$ cat src/rtl/can_fault_confinement.sv
// CAN fault confinement: TEC/REC bookkeeping, error-active/passive/bus-off state and bus-off recovery.
// Optional macro CAN_FC_ERR_WARN_EN builds the registered err_warning (TEC or REC >= 96) output.
`timescale 1ns/1ps
module can_fault_confinement #(
   parameter int PASSIVE_LIMIT = 128,
   parameter int BUSOFF_LIMIT  = 256,
   parameter int RECOV_SEQ     = 128,
   parameter int REC_RELOAD    = 127
) (
   input  logic       clk,
   input  logic       rst,
   input  logic       sample_point,
   input  logic       rx_bit,
   input  logic       bit_error,
   input  logic       stuff_error,
   input  logic       crc_error,
   input  logic       form_error,
   input  logic       ack_error,
   input  logic       tx_active,
   input  logic       in_error_flag,
   input  logic       arb_stuff_exc,
   input  logic       dom_after_flag,
   input  logic       tx_frame_ok,
   input  logic       rx_frame_ok,
   output logic [8:0] tec,
   output logic [7:0] rec,
   output logic [1:0] err_state,
   output logic       error_passive,
   output logic       bus_off,
   output logic       err_frame_req,
   output logic       err_warning
);

   typedef enum logic [1:0] {
      ST_ACTIVE  = 2'b00,
      ST_PASSIVE = 2'b01,
      ST_BUSOFF  = 2'b10
   } state_t;

   localparam logic [9:0] PASSIVE_LIM_C = 10'(PASSIVE_LIMIT);
   localparam logic [9:0] BUSOFF_LIM_C  = 10'(BUSOFF_LIMIT);
   localparam logic [7:0] RECOV_C       = 8'(RECOV_SEQ);
   localparam logic [7:0] REC_RELOAD_C  = 8'(REC_RELOAD);

   function automatic logic [8:0] tec_add8(input logic [8:0] v);
      logic [9:0] s;
      s = {1'b0, v} + 10'd8;
      tec_add8 = s[9] ? 9'h1FF : s[8:0];
   endfunction

   function automatic logic [7:0] rec_add(input logic [7:0] v, input logic [7:0] inc);
      logic [8:0] s;
      s = {1'b0, v} + {1'b0, inc};
      rec_add = s[8] ? 8'hFF : s[7:0];
   endfunction

   function automatic logic [7:0] rec_success(input logic [7:0] v);
      if (v > 8'd127) begin
         rec_success = REC_RELOAD_C;
      end else if (v != 8'd0) begin
         rec_success = v - 8'd1;
      end else begin
         rec_success = 8'd0;
      end
   endfunction

   state_t     state_r, state_nxt_s;
   logic [8:0] tec_r, tec_nxt_s;
   logic [7:0] rec_r, rec_nxt_s;
   logic [3:0] seq_r, seq_nxt_s;
   logic [7:0] occ_r, occ_nxt_s;
   logic       passive_r, busoff_r, req_r, req_nxt_s;
   logic       err_evt_s, tx_exempt_s;

   assign err_evt_s   = bit_error | stuff_error | crc_error | form_error | ack_error;
   // A passive transmitter's ACK error and an arbitration stuff exception never cost TEC.
   assign tx_exempt_s = (arb_stuff_exc & stuff_error) |
                        ((state_r == ST_PASSIVE) & ack_error & ~bit_error);

   // Next-state, counter and recovery logic.
   always_comb begin
      tec_nxt_s   = tec_r;
      rec_nxt_s   = rec_r;
      state_nxt_s = state_r;
      seq_nxt_s   = 4'd0;
      occ_nxt_s   = 8'd0;
      req_nxt_s   = 1'b0;
      case (state_r)
         ST_BUSOFF: begin
            if (occ_r == RECOV_C) begin
               tec_nxt_s   = 9'd0;
               rec_nxt_s   = 8'd0;
               state_nxt_s = ST_ACTIVE;
            end else begin
               seq_nxt_s = seq_r;
               occ_nxt_s = occ_r;
               if (sample_point && rx_bit) begin
                  if (seq_r == 4'd10) begin
                     seq_nxt_s = 4'd0;
                     occ_nxt_s = occ_r + 8'd1;
                  end else begin
                     seq_nxt_s = seq_r + 4'd1;
                  end
               end else if (sample_point) begin
                  seq_nxt_s = 4'd0;
               end else begin
                  seq_nxt_s = seq_r;
               end
            end
         end
         ST_ACTIVE, ST_PASSIVE: begin
            req_nxt_s = err_evt_s;
            if (tx_active && err_evt_s && !tx_exempt_s) begin
               tec_nxt_s = tec_add8(tec_r);
            end else if (!err_evt_s && tx_frame_ok && (tec_r != 9'd0)) begin
               tec_nxt_s = tec_r - 9'd1;
            end else begin
               tec_nxt_s = tec_r;
            end
            // dom_after_flag dominates: a coincident error event still totals +8.
            if (!tx_active && dom_after_flag) begin
               rec_nxt_s = rec_add(rec_r, 8'd8);
            end else if (!tx_active && err_evt_s) begin
               rec_nxt_s = rec_add(rec_r, (bit_error && in_error_flag) ? 8'd8 : 8'd1);
            end else if (!err_evt_s && rx_frame_ok) begin
               rec_nxt_s = rec_success(rec_r);
            end else begin
               rec_nxt_s = rec_r;
            end
            if ({1'b0, tec_nxt_s} >= BUSOFF_LIM_C) begin
               state_nxt_s = ST_BUSOFF;
            end else if (({1'b0, tec_nxt_s} >= PASSIVE_LIM_C) ||
                         ({2'b00, rec_nxt_s} >= PASSIVE_LIM_C)) begin
               state_nxt_s = ST_PASSIVE;
            end else begin
               state_nxt_s = ST_ACTIVE;
            end
         end
         default: begin
            state_nxt_s = ST_BUSOFF;
         end
      endcase
   end

   // State, counters and registered outputs.
   always_ff @(posedge clk or negedge rst) begin
      if (!rst) begin
         state_r   <= ST_ACTIVE;
         tec_r     <= 9'd0;
         rec_r     <= 8'd0;
         seq_r     <= 4'd0;
         occ_r     <= 8'd0;
         passive_r <= 1'b0;
         busoff_r  <= 1'b0;
         req_r     <= 1'b0;
      end else begin
         state_r   <= state_nxt_s;
         tec_r     <= tec_nxt_s;
         rec_r     <= rec_nxt_s;
         seq_r     <= seq_nxt_s;
         occ_r     <= occ_nxt_s;
         passive_r <= (state_nxt_s == ST_PASSIVE);
         busoff_r  <= (state_nxt_s == ST_BUSOFF);
         req_r     <= req_nxt_s;
      end
   end

`ifdef CAN_FC_ERR_WARN_EN
   logic warn_r;

   // Warning level tracks the next counter values so it moves with them.
   always_ff @(posedge clk or negedge rst) begin
      if (!rst) begin
         warn_r <= 1'b0;
      end else begin
         warn_r <= ({1'b0, tec_nxt_s} >= 10'd96) || ({2'b00, rec_nxt_s} >= 10'd96);
      end
   end

   assign err_warning = warn_r;
`else
   assign err_warning = 1'b0;
`endif

   assign tec           = tec_r;
   assign rec           = rec_r;
   assign err_state     = state_r;
   assign error_passive = passive_r;
   assign bus_off       = busoff_r;
   assign err_frame_req = req_r;

endmodule

$ cat config.mk
export PLATFORM = sky130hd
export DESIGN_NAME = can_fault_confinement
export DESIGN_NICKNAME = d
export VERILOG_FILES = /design/src/rtl/can_fault_confinement.sv
export SDC_FILE = /design/constraint.sdc
export NUM_CORES = 1
export LEC_CHECK = 0
export ABC_AREA = 1
export BUFFER_PORTS_ARGS = -buffer_cell sky130_fd_sc_hd__buf_2
export CAP_MARGIN = 20
export CORE_MARGIN = 2
export CORE_UTILIZATION = 40
export CTS_CLUSTER_SIZE = 12
export DETAILED_ROUTE_END_ITERATION = 10
export PLACE_DENSITY = 0.66
export SETUP_SLACK_MARGIN = 0.2
export SLEW_MARGIN = 15
export SYNTH_ARGS = -nofsm -noshare
export SYNTH_HDL_FRONTEND = slang
export SYNTH_SLANG_ARGS = --single-unit
$ cat constraint.sdc
create_clock -name clk -period 2.06 [get_ports clk]
set_clock_uncertainty 0.15 [all_clocks]
set_input_delay 0.412 -clock clk [delete_from_list [all_inputs] [get_ports clk]]
set_output_delay 0.412 -clock clk [all_outputs]
set_load 0.1 [all_outputs]
* After elaboration in Yosys (flattened, before gate mapping) *
Index checks and enable logic that the tools add are counted.

storage, ports and cells
  bits in registers = 34
  bits in latches = 0
  word-level logic and storage cells = 89
  memories kept = 0
  input bits = 15
  bits in writable memories = 0
  ROM bits = 0
  output and inout bits = 23

cells by class
  shift operators = 0
  div/mod/pow operators = 0
  order comparisons = 4
  add/sub/neg operators = 7
  muxes and demuxes = 31
  bitwise operators = 9
  eq/ne operators = 10
  $mul = 0
  reduce and logical (&&, ||, !) cells = 20

operator list
  operator                                                                          count
  8-bit 2-to-1 mux                                                                  13
  9-bit 2-to-1 mux                                                                  5
  4-bit 2-to-1 mux                                                                  6
  9-bit one-hot mux with 2 select lines                                             1
  8-bit one-hot mux with 2 select lines                                             1
  9-bit by 4-bit adder with 10-bit output (second input constant)                   1
  8-bit by 4-bit adder with 9-bit output                                            1
  8-bit by 4-bit adder with 9-bit output (second input constant)                    1
  9-bit by 8-bit >= comparator with 1-bit output (second input constant)            1
  9-bit >= comparator (second input constant)                                       1
  1-bit logical AND                                                                 9
  9-bit nonzero test                                                                1
  9-bit by 1-bit subtractor with 9-bit output (second input constant)               1
  8-bit by 1-bit adder with 8-bit output (second input constant)                    1
  8-bit == test (second input constant)                                             1
  8-bit >= comparator (second input constant)                                       1
  8-bit by 7-bit greater-than comparator with 1-bit output (second input constant)  1
  8-bit nonzero test                                                                1
  8-bit by 1-bit subtractor with 8-bit output (second input constant)               1
  3-bit inequality test (second input constant)                                     2
  1-bit OR                                                                          5
  4-bit by 1-bit adder with 4-bit output (second input constant)                    1
  2-bit by 1-bit == test with 1-bit output (second input constant)                  2
  2-bit == test (second input constant)                                             2
  14 further kinds                                                                  21

* Logic depth before layout (Yosys ltp) *
  depth in word-level cells = 16
  depth in mapped cells = 14
  depth with buffers taken out = 14

* Worst setup path before layout *
OpenSTA, ideal clock, no wires.

  kind = reg-to-reg
  start = register rec_r[0], in the netlist rec[0]
  end = register rec_r[6], in the netlist rec[6]
  setup slack = -0.377 ns
  clock period less this slack = 2.437 ns
  cell stages (with the launch flop) = 12
  buffers on the path = 0
  arrival = 2.167 ns
  path through = dfrtp_1 ha_1 ha_1 inv_1 o21ai_2 inv_1 o21ai_0 nand3_1 nand2_1 nand3_1 nand2_1 nand2_1

between the ends
  word-level cells in the longest chain between the ends = 8

RTL lines
  element                                                                            RTL line  RTL
  from (decl)                                                                        69        logic [7:0] rec_r, rec_nxt_s;
  from (signal assigned)                                                             159       rec_r <= rec_nxt_s;
  8-bit by 1-bit subtractor with 8-bit output or 8-bit nonzero test (tied branches)  61, 60
  8-bit 2-to-1 mux                                                                   60        end else if (v != 8'd0) begin
  8-bit 2-to-1 mux                                                                   58        if (v > 8'd127) begin
  8-bit 2-to-1 mux                                                                   125       end else if (!err_evt_s && rx_frame_ok) begin
  8-bit 2-to-1 mux                                                                   123       end else if (!tx_active && err_evt_s) begin
  8-bit 2-to-1 mux (*)                                                               121       if (!tx_active && dom_after_flag) begin
  8-bit 2-to-1 mux (*)                                                               88        case (state_r)
  8-bit one-hot mux with 2 select lines (*)                                          88

Every way passes the cells marked *; elsewhere a longest branch is shown, timed or not. The select of a mux whose other input is x is not followed.
A chain may end at the register's enable or synchronous reset.

* Worst setup path in the final report *
  start = register tec_r[1], in the netlist tec[1]
  end = register tec_r[5], in the netlist tec[5]

between the ends
  word-level cells in the longest chain between the ends = 6

RTL lines
  element                                                                              RTL line  RTL
  from (decl)                                                                          68        logic [8:0] tec_r, tec_nxt_s;
  from (signal assigned)                                                               158       tec_r <= tec_nxt_s;
  branches (longest 3 deep; another with 9-bit by 1-bit subtractor with 9-bit output)  -
  9-bit 2-to-1 mux (*)                                                                 113       if (tx_active && err_evt_s && !tx_exempt_s) begin
  9-bit 2-to-1 mux (*)                                                                 88
  9-bit one-hot mux with 2 select lines (*)                                            88

Mark *: on every way between the ends. The select of a mux whose other input is x is not followed.

==> flow_summary.toml <==
[run_status]
status = "finished clean"

[route]
drc_errors = 0
vias = 2926
drt-vias-per-instance = 4.98
routed_wire_length_per_instance_um = 13.3
postRouteAntennaNets = 0
wirelength_um = 7790
drt_first_pass_iters = 4
initialDrtViolationCount = 176

[power_and_ir_drop]
power_density_nw_per_um2 = 1350
share_clk_of_total_power_pct = 11.8
switch_pwr_mw = 2.93
cellLeakagePower_nw = 1.86
power.share.combinational_pct = 62.6
internal_power_mw = 2.13
p_sw_share_pct = 57.9
pwr-share-seq_pct = 25.6
peakVddDrop_mv = 0.853
p_total_mw = 5.05

[setup_path]
cp_max_fo = 6
setup.reg_to_reg.worst_slack_ns = 0.15
critical_path_max_stage_delay_ns = 0.50
worst_ep_arrival_time_ns = 1.94
cp-start-kind = "flip-flop"
critical-path-slowest-cell = "dfrtp_4"
worst_ep_required_time_ns = 2.09
timing.reg2reg.worst_path_depth = 13
crit_path_end_kind = "flip-flop"
crit_chain = "inv_4, ha_4, inv_2, nor2_1, nand2_1, nor2_4, nor2_4, buf_6, buf_4, nand2_1, o211ai_1, nand3_1, o21ai_1"
crit_type = "reg -> reg"
r2r_start = "tec[1]$_DFFE_PN0P_"
worstReg2RegEnd = "tec[5]$_DFFE_PN0P_"

[yosys]
yosys_most_used_dff = "dfrtp_1"
post-synth-top-area-cell = "dfrtp_1"
synth_edf_count = 0
synth_largest_type_area_fraction_pct = 29.5
ys_ff_latch = 34
post_synth_inst_count = 433
synth_sequential_area_ratio_pct = 29.5
mappedNetlistArea_um2 = 2880
syn_area_per_cell_um2 = 6.65
synthArstFlopShare_pct = 100
synthTopCellsByArea = "dfrtp_1 (30%), nand2_1 (17%), inv_1 (7.4%)"
synth_cell_types = 38
synth_nets = 463
yosys_warnings = 0

[die]
die_width_um = 88.9
area_enclosed_by_the_die_boundary_um2 = 7900
core-area_um2 = 6870
ioPinCount = 38
placementRows = 30
floorplan.initialDensity_pct = 41.9
die_height_um = 88.9

[clocking]
worst_skew_pair.late_latency_ns = 0.29
cts_tree = "yes"
htree_num_levels = 2
ctsLongestPathBuffers = 2
cts.root.buffer_cell = "clkbuf_8"
cts_buffers = 5
clock_sink_count = 34
clock_transition_time_at_the_flip_flop_clock_pins_of_the_worst_setup_and_hold_paths_ns = 0.08

[global_route]
grt_overflow = 0
antenna_found_initial = 0
pin_count_of_the_biggest_net_entering_global_routing = 35
grt_pass1_vias = 2723
grt_use_total_pct = 20.4
grt_pass1_wl_um = 12700

[sta]
maxSlewViolCount = 0
timing_hold_violations_final = 0
final_period_utilization_pct = 92.8
setup_violations = 0
rsz0062_at_grt = "true"
max_freq_mhz = 523
final.min_clock_period_ns = 1.91

[layout]
antenna_cells = 0
nets_final = 520
flow.area_growth_from_synthesis_pct = 30.1
layout-drive-gt1-share_pct = 32.4
fin_area_um2 = 3750
number_of_standard_cells_in_the_final_layout_excluding_fillers = 587

[job]
drv_cap = 0

[worst_hold_path]
worstHoldPathType = "in -> async"

[placement]
place_congestion = 0.897
port_buffers = 36
hpwl_um = 5640
placed_cells = 568
place_area_um2 = 3320
[layout make-up]
type,count,area (um2)
inverters,62,254
flip-flops and latches,34,905
fillers,682,3120
well taps,96,120
repair buffers,60,385
clock buffers,8,110
multi-input cells,327,1970
[power by group through the flow]
stage          Combinational (mW)  Clock [mW]  Sequential, mW
4_1_cts                      2.89       0.610            1.26
3_5_place_dp                 2.85           0            1.27
3_3_place_gp                 2.83           0            1.27
6_report                     3.16       0.597            1.29
2_1_floorplan                1.37           0            2.25
5_1_grt                      3.44       0.636            1.33
[kinds of logic (layout without fill, tap and decap cells)]
family | after synthesis | count (layout) | synth area share, %
other | 1 | 1 | 0.130
AO/OA/AOI/OAI | 61 | 61 | 11.6
XOR/XNOR | 17 | 17 | 5.17
adder cells (fa/ha/maj) | 15 | 15 | 6.52
AND/OR/NAND/NOR | 233 | 233 | 36.2
buffers and inverters | 72 | 130 | 10.9
flip-flops | 34 | 34 | 29.5
[routing by layer]
layer / share of wire [%] / up-vias / GRT usage [%]
li1: - / 1495 / -
met1: 47 / 1347 / 28.6
met2: 46 / 74 / 32.8
met3: 5.5 / 10 / 3.73
met4: 1.3 / 0 / 4.27
met5: 0 / - / 0
[sequential cells by signal (all words and copies together), names as in the netlist]
name and flops:
bus_off 1, err_frame_req 1, err_state 2, error_passive 1, occ_r 8, rec 8, seq_r 4, tec 9
[synthesized netlist by cell type (all sizes together) (5+ instances only)]
cell type,count
inv,61
nor3,5
ha,15
dfrtp,34
nand3,35
buf,9
a21oi,13
nand2,131
nor2,50
xor2,13
nand4,8
o21ai,40
[worst max path at each step]
stage                       start                       to  slack (ns)  cells past startpoint
6_report       tec[1]$_DFFE_PN0P_       tec[5]$_DFFE_PN0P_        0.15                     13
5_1_grt        tec[3]$_DFFE_PN0P_  error_passive$_DFF_PN0_        0.04                     12
4_1_cts        rec[1]$_DFFE_PN0P_       rec[0]$_DFFE_PN0P_        0.19                     11
3_5_place_dp            bit_error   err_state[0]$_DFF_PN0_       -0.02                     15
3_3_place_gp            bit_error   err_state[0]$_DFF_PN0_        0.03                     15
2_1_floorplan  rec[3]$_DFFE_PN0P_   err_state[0]$_DFF_PN0_        0.12                     12
[through the flow]
step                      util, %  hold WS [ns]  setup TNS (ns)  worst slack, ns
after global placement       48.3         0.330               0           0.0341
after detailed placement     48.3         0.332         -0.0295          -0.0212
final                        54.6       0.00254               0            0.149
after floorplan                 -       -0.0336               0            0.118
after global routing         54.6        0.0444               0           0.0416
after CTS                    50.8        0.0179               0            0.189
[cells in the final DEF, fill, tap and decap left out, types with 9 or more instances in the layout]
cell	n
nand2_1	114
inv_1	49
ha_1	9
nor2_1	34
a21oi_1	9
dfrtp_4	12
dfrtp_1	15
xor2_1	13
buf_2	34
buf_4	22
o21ai_0	22
nand3_1	27
nand2_2	12
o21ai_1	16
[critical path, delay by kind of cell, from the launching register on]
kind,cells,cell delay [ns]
adders and majority gates,1,0.13
AOI/OAI and AO/OA,2,0.14
and+or+nand+nor,6,0.52
buffers and inverters,4,0.37
DFF,1,0.50
[timing repair]
item / CTS / global route
setup endpoints to repair: 14 / 31
cloned: 1 / 0
buffers inserted: 3 / 7
gates resized for setup: 8 / 59
pin swaps: 2 / 33
hold buffers: 0 / 0
Power figures use the tool's default switching activity.
